$ cat src/rtl/mmio_uart_tx_if.sv
// CPU data-bus view of the memory-mapped UART transmitter.
// The master drives address, store data and strobe; the slave returns read data and hit.
interface mmio_uart_tx_if;
  logic [31:0] memory_address;
  logic [31:0] memory_write;
  logic        we;
  logic [31:0] read_data;
  logic        hit;

  modport master (
    output memory_address, memory_write, we,
    input  read_data, hit
  );

  modport slave (
    input  memory_address, memory_write, we,
    output read_data, hit
  );
endinterface

$ cat src/rtl/mmio_uart_tx.sv
// Memory-mapped 8N1 UART transmitter with a small TX FIFO.
// TXDATA at BASE+0 queues a byte; STATUS at BASE+4 reports FIFO state and sticky overflow.
module mmio_uart_tx #(
  parameter logic [31:0] BASE_ADDR    = 32'h0000_1000,
  parameter int unsigned CLKS_PER_BIT = 16,
  parameter int unsigned FIFO_DEPTH   = 4
) (
  input  logic          clk,
  input  logic          reset,
  mmio_uart_tx_if.slave bus,
  output logic          tx,
  output logic          busy
);

  localparam int unsigned AW = $clog2(FIFO_DEPTH);
  localparam int unsigned BW = $clog2(CLKS_PER_BIT);
  localparam logic [BW-1:0] BIT_LAST = BW'(CLKS_PER_BIT - 1);
  localparam logic [4:0]    DEPTH5   = 5'(FIFO_DEPTH);

  typedef enum logic [1:0] {IDLE, START, DATA, STOP} state_t;

  logic [7:0]    fifo_mem [FIFO_DEPTH];
  logic [AW-1:0] wr_ptr;
  logic [AW-1:0] rd_ptr;
  logic [4:0]    count;
  logic          ovf;

  state_t        state;
  logic [BW-1:0] bit_cnt;
  logic [2:0]    bit_idx;
  logic [7:0]    shift;

  logic empty, full;
  logic wr_txdata, wr_status;
  logic push, pop, bit_end;
  logic unused_bits;

  assign unused_bits = ^{bus.memory_write[31:8], bus.memory_address[1:0]};

  assign bus.hit   = (bus.memory_address[31:3] == BASE_ADDR[31:3]);
  assign empty     = (count == 5'd0);
  assign full      = (count == DEPTH5);
  assign wr_txdata = bus.we & bus.hit & ~bus.memory_address[2];
  assign wr_status = bus.we & bus.hit &  bus.memory_address[2];
  assign push      = wr_txdata & ~full;
  assign bit_end   = (bit_cnt == BIT_LAST);
  // The FSM takes the head byte either from idle or on the last stop-bit cycle.
  assign pop       = ~empty & ((state == IDLE) | ((state == STOP) & bit_end));
  assign busy      = (state != IDLE) | ~empty;

  always_comb begin
    bus.read_data = '0;
    if (bus.hit && bus.memory_address[2])
      bus.read_data = {16'h0, 4'h0, count[3:0], 4'h0, ovf, empty, full, busy};
  end

  always_ff @(posedge clk) begin
    if (push)
      fifo_mem[wr_ptr] <= bus.memory_write[7:0];
  end

  always_ff @(posedge clk or posedge reset) begin
    if (reset) begin
      wr_ptr <= '0;
      rd_ptr <= '0;
      count  <= '0;
      ovf    <= 1'b0;
    end else begin
      if (push) wr_ptr <= wr_ptr + 1'b1;
      if (pop)  rd_ptr <= rd_ptr + 1'b1;
      case ({push, pop})
        2'b10:   count <= count + 5'd1;
        2'b01:   count <= count - 5'd1;
        default: count <= count;
      endcase
      // Overflow set takes priority over a same-edge clear.
      ovf <= (ovf & ~(wr_status & bus.memory_write[3])) | (wr_txdata & full);
    end
  end

  always_ff @(posedge clk or posedge reset) begin
    if (reset) begin
      state   <= IDLE;
      tx      <= 1'b1;
      bit_cnt <= '0;
      bit_idx <= '0;
      shift   <= '0;
    end else begin
      case (state)
        IDLE: begin
          tx <= 1'b1;
          if (pop) begin
            shift   <= fifo_mem[rd_ptr];
            state   <= START;
            tx      <= 1'b0;
            bit_cnt <= '0;
            bit_idx <= '0;
          end
        end
        START: begin
          if (bit_end) begin
            state   <= DATA;
            tx      <= shift[0];
            bit_cnt <= '0;
            bit_idx <= '0;
          end else begin
            bit_cnt <= bit_cnt + 1'b1;
          end
        end
        DATA: begin
          if (bit_end) begin
            bit_cnt <= '0;
            if (bit_idx == 3'd7) begin
              state <= STOP;
              tx    <= 1'b1;
            end else begin
              shift   <= shift >> 1;
              tx      <= shift[1];
              bit_idx <= bit_idx + 3'd1;
            end
          end else begin
            bit_cnt <= bit_cnt + 1'b1;
          end
        end
        STOP: begin
          if (bit_end) begin
            bit_cnt <= '0;
            bit_idx <= '0;
            if (pop) begin
              shift <= fifo_mem[rd_ptr];
              state <= START;
              tx    <= 1'b0;
            end else begin
              state <= IDLE;
              tx    <= 1'b1;
            end
          end else begin
            bit_cnt <= bit_cnt + 1'b1;
          end
        end
        default: begin
          state <= IDLE;
          tx    <= 1'b1;
        end
      endcase
    end
  end

endmodule

$ cat src/flat_wrapper.sv
// flat-port wrapper written by rule: the top's interface ports become plain ports
module mmio_uart_tx_flat 
#(
  parameter logic [31:0] BASE_ADDR    = 32'h0000_1000,
  parameter int unsigned CLKS_PER_BIT = 16,
  parameter int unsigned FIFO_DEPTH   = 4
)
  (clk, reset, tx, busy, bus_memory_address, bus_memory_write, bus_we, bus_read_data, bus_hit);
  mmio_uart_tx_if bus_i ();
  input  logic clk;
  input  logic reset;
  output logic tx;
  output logic busy;
  input wire logic [$bits(bus_i.memory_address)-1:0] bus_memory_address;
  input wire logic [$bits(bus_i.memory_write)-1:0] bus_memory_write;
  input wire logic [$bits(bus_i.we)-1:0] bus_we;
  output wire logic [$bits(bus_i.read_data)-1:0] bus_read_data;
  output wire logic [$bits(bus_i.hit)-1:0] bus_hit;
  assign bus_i.memory_address = bus_memory_address;
  assign bus_i.memory_write = bus_memory_write;
  assign bus_i.we = bus_we;
  assign bus_read_data = bus_i.read_data;
  assign bus_hit = bus_i.hit;
  mmio_uart_tx #(.BASE_ADDR(BASE_ADDR), .CLKS_PER_BIT(CLKS_PER_BIT), .FIFO_DEPTH(FIFO_DEPTH)) u_core (.clk(clk), .reset(reset), .bus(bus_i), .tx(tx), .busy(busy));
endmodule
$ cat config.mk
export PLATFORM = sky130hd
export DESIGN_NAME = mmio_uart_tx_flat
export DESIGN_NICKNAME = d
export VERILOG_FILES = /design/src/rtl/mmio_uart_tx_if.sv /design/src/rtl/mmio_uart_tx.sv /design/src/flat_wrapper.sv
export SDC_FILE = /design/constraint.sdc
export NUM_CORES = 1
export LEC_CHECK = 0
export ABC_AREA = 1
export ABC_CLOCK_PERIOD_IN_PS = 2900
export CAP_MARGIN = 20
export CORE_MARGIN = 2
export CORE_UTILIZATION = 48
export CTS_BUF_LIST = sky130_fd_sc_hd__clkbuf_16
export CTS_CLUSTER_DIAMETER = 200
export DETAILED_ROUTE_END_ITERATION = 8
export PLACE_DENSITY = 0.81
export SYNTH_ARGS = -nofsm -noshare
export SYNTH_HDL_FRONTEND = slang
export SYNTH_SLANG_ARGS = --single-unit
$ cat constraint.sdc
create_clock -name clk -period 2.9 [get_ports clk]
set_input_delay 0.29 -clock clk [delete_from_list [all_inputs] [get_ports clk]]
set_output_delay 0.29 -clock clk [all_outputs]
set_load 0.05 [all_outputs]
==> results.tsv <==
metric	value	unit
hold_path_class	input port to asynchronous set/reset pin	
finalSetupViolCount	0	
synth-seq-area-share	0.4897	
clock_path_buffers	2	
clk-insertion-delay-late	0.33	ns
pre_cts_ws	0.2231	ns
ctsHoldBuffers	0	
cts_tree	yes	
grt_pass1_wl	11410	um
drt_wl_total	6766	um
ys_async_sr_fraction	0.4667	
grt-ovfl-total	0	
yosys_register_bits	60	
n_antenna_cell	0	
core_area	6832	sq um
final.setup.worst_slack	0.3634	ns
antenna_found_initial	0	
ir_drop	361.4	uV
dr.pass1.iters	4	
multi_input_area	1455	sq um
rows	30	
dieArea	7763	sq um
fin_skew	0.007013	ns
maxSlewHeadroom	0.5981	
start_util	0.4971	
fillers	552	
finalSetupTns	0	ns
cts_htree_levels	3	
cts_sinks	60	
worstSetupEndpointType	flop	
rsz0062_at_grt	false	
ys_types	37	
avgSynthCellArea	8.843	sq um
post_cts_buffers	0	
wl_per_cell	12.41	um
io_pins	102	
cts_buffers	9	
die_x	88.11	um
synth_area_leader_cell	edfxtp_1	
die_h	88.11	um
hold_viol_final	0	
drt_iter0_markers	89	
dr_total_vias	2661	
final.period_utilization	0.8747	
dp_hpwl	4780	um
ys_warn_count	0	
gp_congestion	0.8229	
synth_cells	384	
cts.clk_slew.worst_paths	0.05	ns
drive_gt1_frac	0.1136	
tightest_slew	0.6028	ns
synth_top_area_frac	0.2830	
crit_arrival	2.73	ns
crit_type	flop to flop	
grt_max_degree	29	
io_buffers	51	
syn_area	3396	sq um
p_per_area	528.4	nW/um^2
status	finished, final reports clean	
max_freq	394.2	MHz
critPathMaxFanout	6	
finalCriticalPeriod	2.537	ns
required	3.10	ns
clockRootBuffer	clkbuf_16	
cts.repair.resized	0	
synth_top_flop_cell	edfxtp_1	
via_per_inst	4.883	
layout.nets	527	
startpoint_type	flop	
grt_pass1_vias	2642	
leakage	0.001934	uW
track_usage	0.1940	
register_area	1663	sq um
synth.area.top_cells	edfxtp_1 28%, dfrtp_1 20%, nand2_1 12%	
drv_slew	0	
max_cap_violations	0	
syn_to_final_growth	25.24	%
ant_nets	0	
synth_edf_count	32	
route.detailed.drc	0	
==> power breakdown <==
| group | leakage [uW] | switching, uW | internal [uW] |
|---|---|---|---|
| logic | 0.00113 | 92.5 | 51.4 |
| registers | 0.000636 | 0.00000564 | 900 |
| clock network | 0.000171 | 367 | 836 |
| total | 0.00193 | 460 | 1790 |
==> worst max-delay path: stages (launching register included) <==
cell and delay, ns:
dfrtp_1 0.34, ha_1 0.20, nand3_2 0.19, o21ai_2 0.20, nand2_2 0.14, inv_1 0.17
ha_1 0.26, inv_1 0.08, nand2_1 0.06, nand2_1 0.07, ha_1 0.17, inv_1 0.05
nand2_1 0.08, nand3_1 0.11, nand2_1 0.06, nand2_1 0.06, nand2_1 0.05, nand2_1 0.05
o21ai_0 0.08
==> placed cells by master (no fill, tap or decap), drive strengths merged <==
cell / count
nand3b: 2
ha: 16
clkdlybuf4s50: 43
a21boi: 1
clkinv: 3
buf: 13
nor3: 1
o21ai: 17
bufinv: 3
clkbuf: 9
dfrtp: 27
xor2: 1
nand3: 37
or2: 3
nand2: 116
conb: 24
inv: 39
nor2: 45
o21bai: 1
dfstp: 1
o22ai: 1
edfxtp: 32
nand4: 7
xnor2: 3
a21oi: 4
==> metrics by stage <==
stage                 util  cell area [sq um]  power [uW]  cells  hold WS [ns]
finish              0.6225               4253        2247    545        0.3443
CTS                 0.6225               4253        2273    545        0.3518
global route        0.6225               4253        2312    545        0.3852
floorplan                -               3482        1023    407        0.3547
detailed placement  0.5725               3911        1061    529        0.4665
global placement    0.5725               3911        1059    529        0.4540
==> routing by layer <==
metal / GRT usage / part of all wire / routed length [um] / vias up
met4: 0.1088 / 0.023 / 155 / 0
met2: 0.3437 / 0.51 / 3469 / 95
met5: 0 / 0 / 0 / -
met1: 0.2196 / 0.41 / 2763 / 1236
met3: 0.03582 / 0.056 / 377 / 16
li1: - / - / - / 1314
==> kinds of logic after synthesis <==
logic type	share of synthesized area
AOI/OAI and AO/OA	0.04164
xor gates and xnor gates	0.01032
and+or+nand+nor	0.2911
adders and majority gates	0.05895
other	0.001104
buffers and inverters	0.1072
DFF	0.4897
==> sequential cells by signal, summed over array words and instances (netlist names) <==
signal           count
u_core.count         5
u_core.rd_ptr        2
u_core.fifo_mem     32
u_core.shift         8
u_core.bit_idx       3
u_core.state         2
u_core.bit_cnt       4
u_core.tx            1
u_core.wr_ptr        2
u_core.ovf           1
==> worst paths after layout <==
kind,startpoint,endpoint,slack [ns],depth (start not counted)
worst max-delay path,u_core.bit_cnt[0],u_core.count[4],0.36,18
worst min-delay path,reset,u_core.count[2],0.34,3
worst max register to register,u_core.bit_cnt[0],u_core.count[4],0.36,18
worst min register to register,u_core.ovf,u_core.ovf,0.47,2
max in group asynchronous,reset,u_core.tx,2.25,3
min in group clk,u_core.ovf,u_core.ovf,0.47,2
==> cells in the mapped netlist, drive strengths merged, types with 2 or more instances <==
master / instances
a21oi: 4
buf: 30
dfrtp: 27
edfxtp: 32
ha: 16
inv: 38
nand2: 116
nand3: 37
nand3b: 2
nand4: 7
nor2: 45
o21ai: 17
or2: 3
xnor2: 3
==> cell type report <==
| class | instances | share of cell area |
|---|---|---|
| tap | 96 | 0.02824 |
| timing repair buffer | 56 | 0.1242 |
| multi-input combinational | 279 | 0.3422 |
| clock inverter | 7 | 0.02736 |
| clock buffer | 9 | 0.05296 |
| inverter | 38 | 0.03413 |
| sequential | 60 | 0.3910 |
Power figures use the tool's default switching activity.
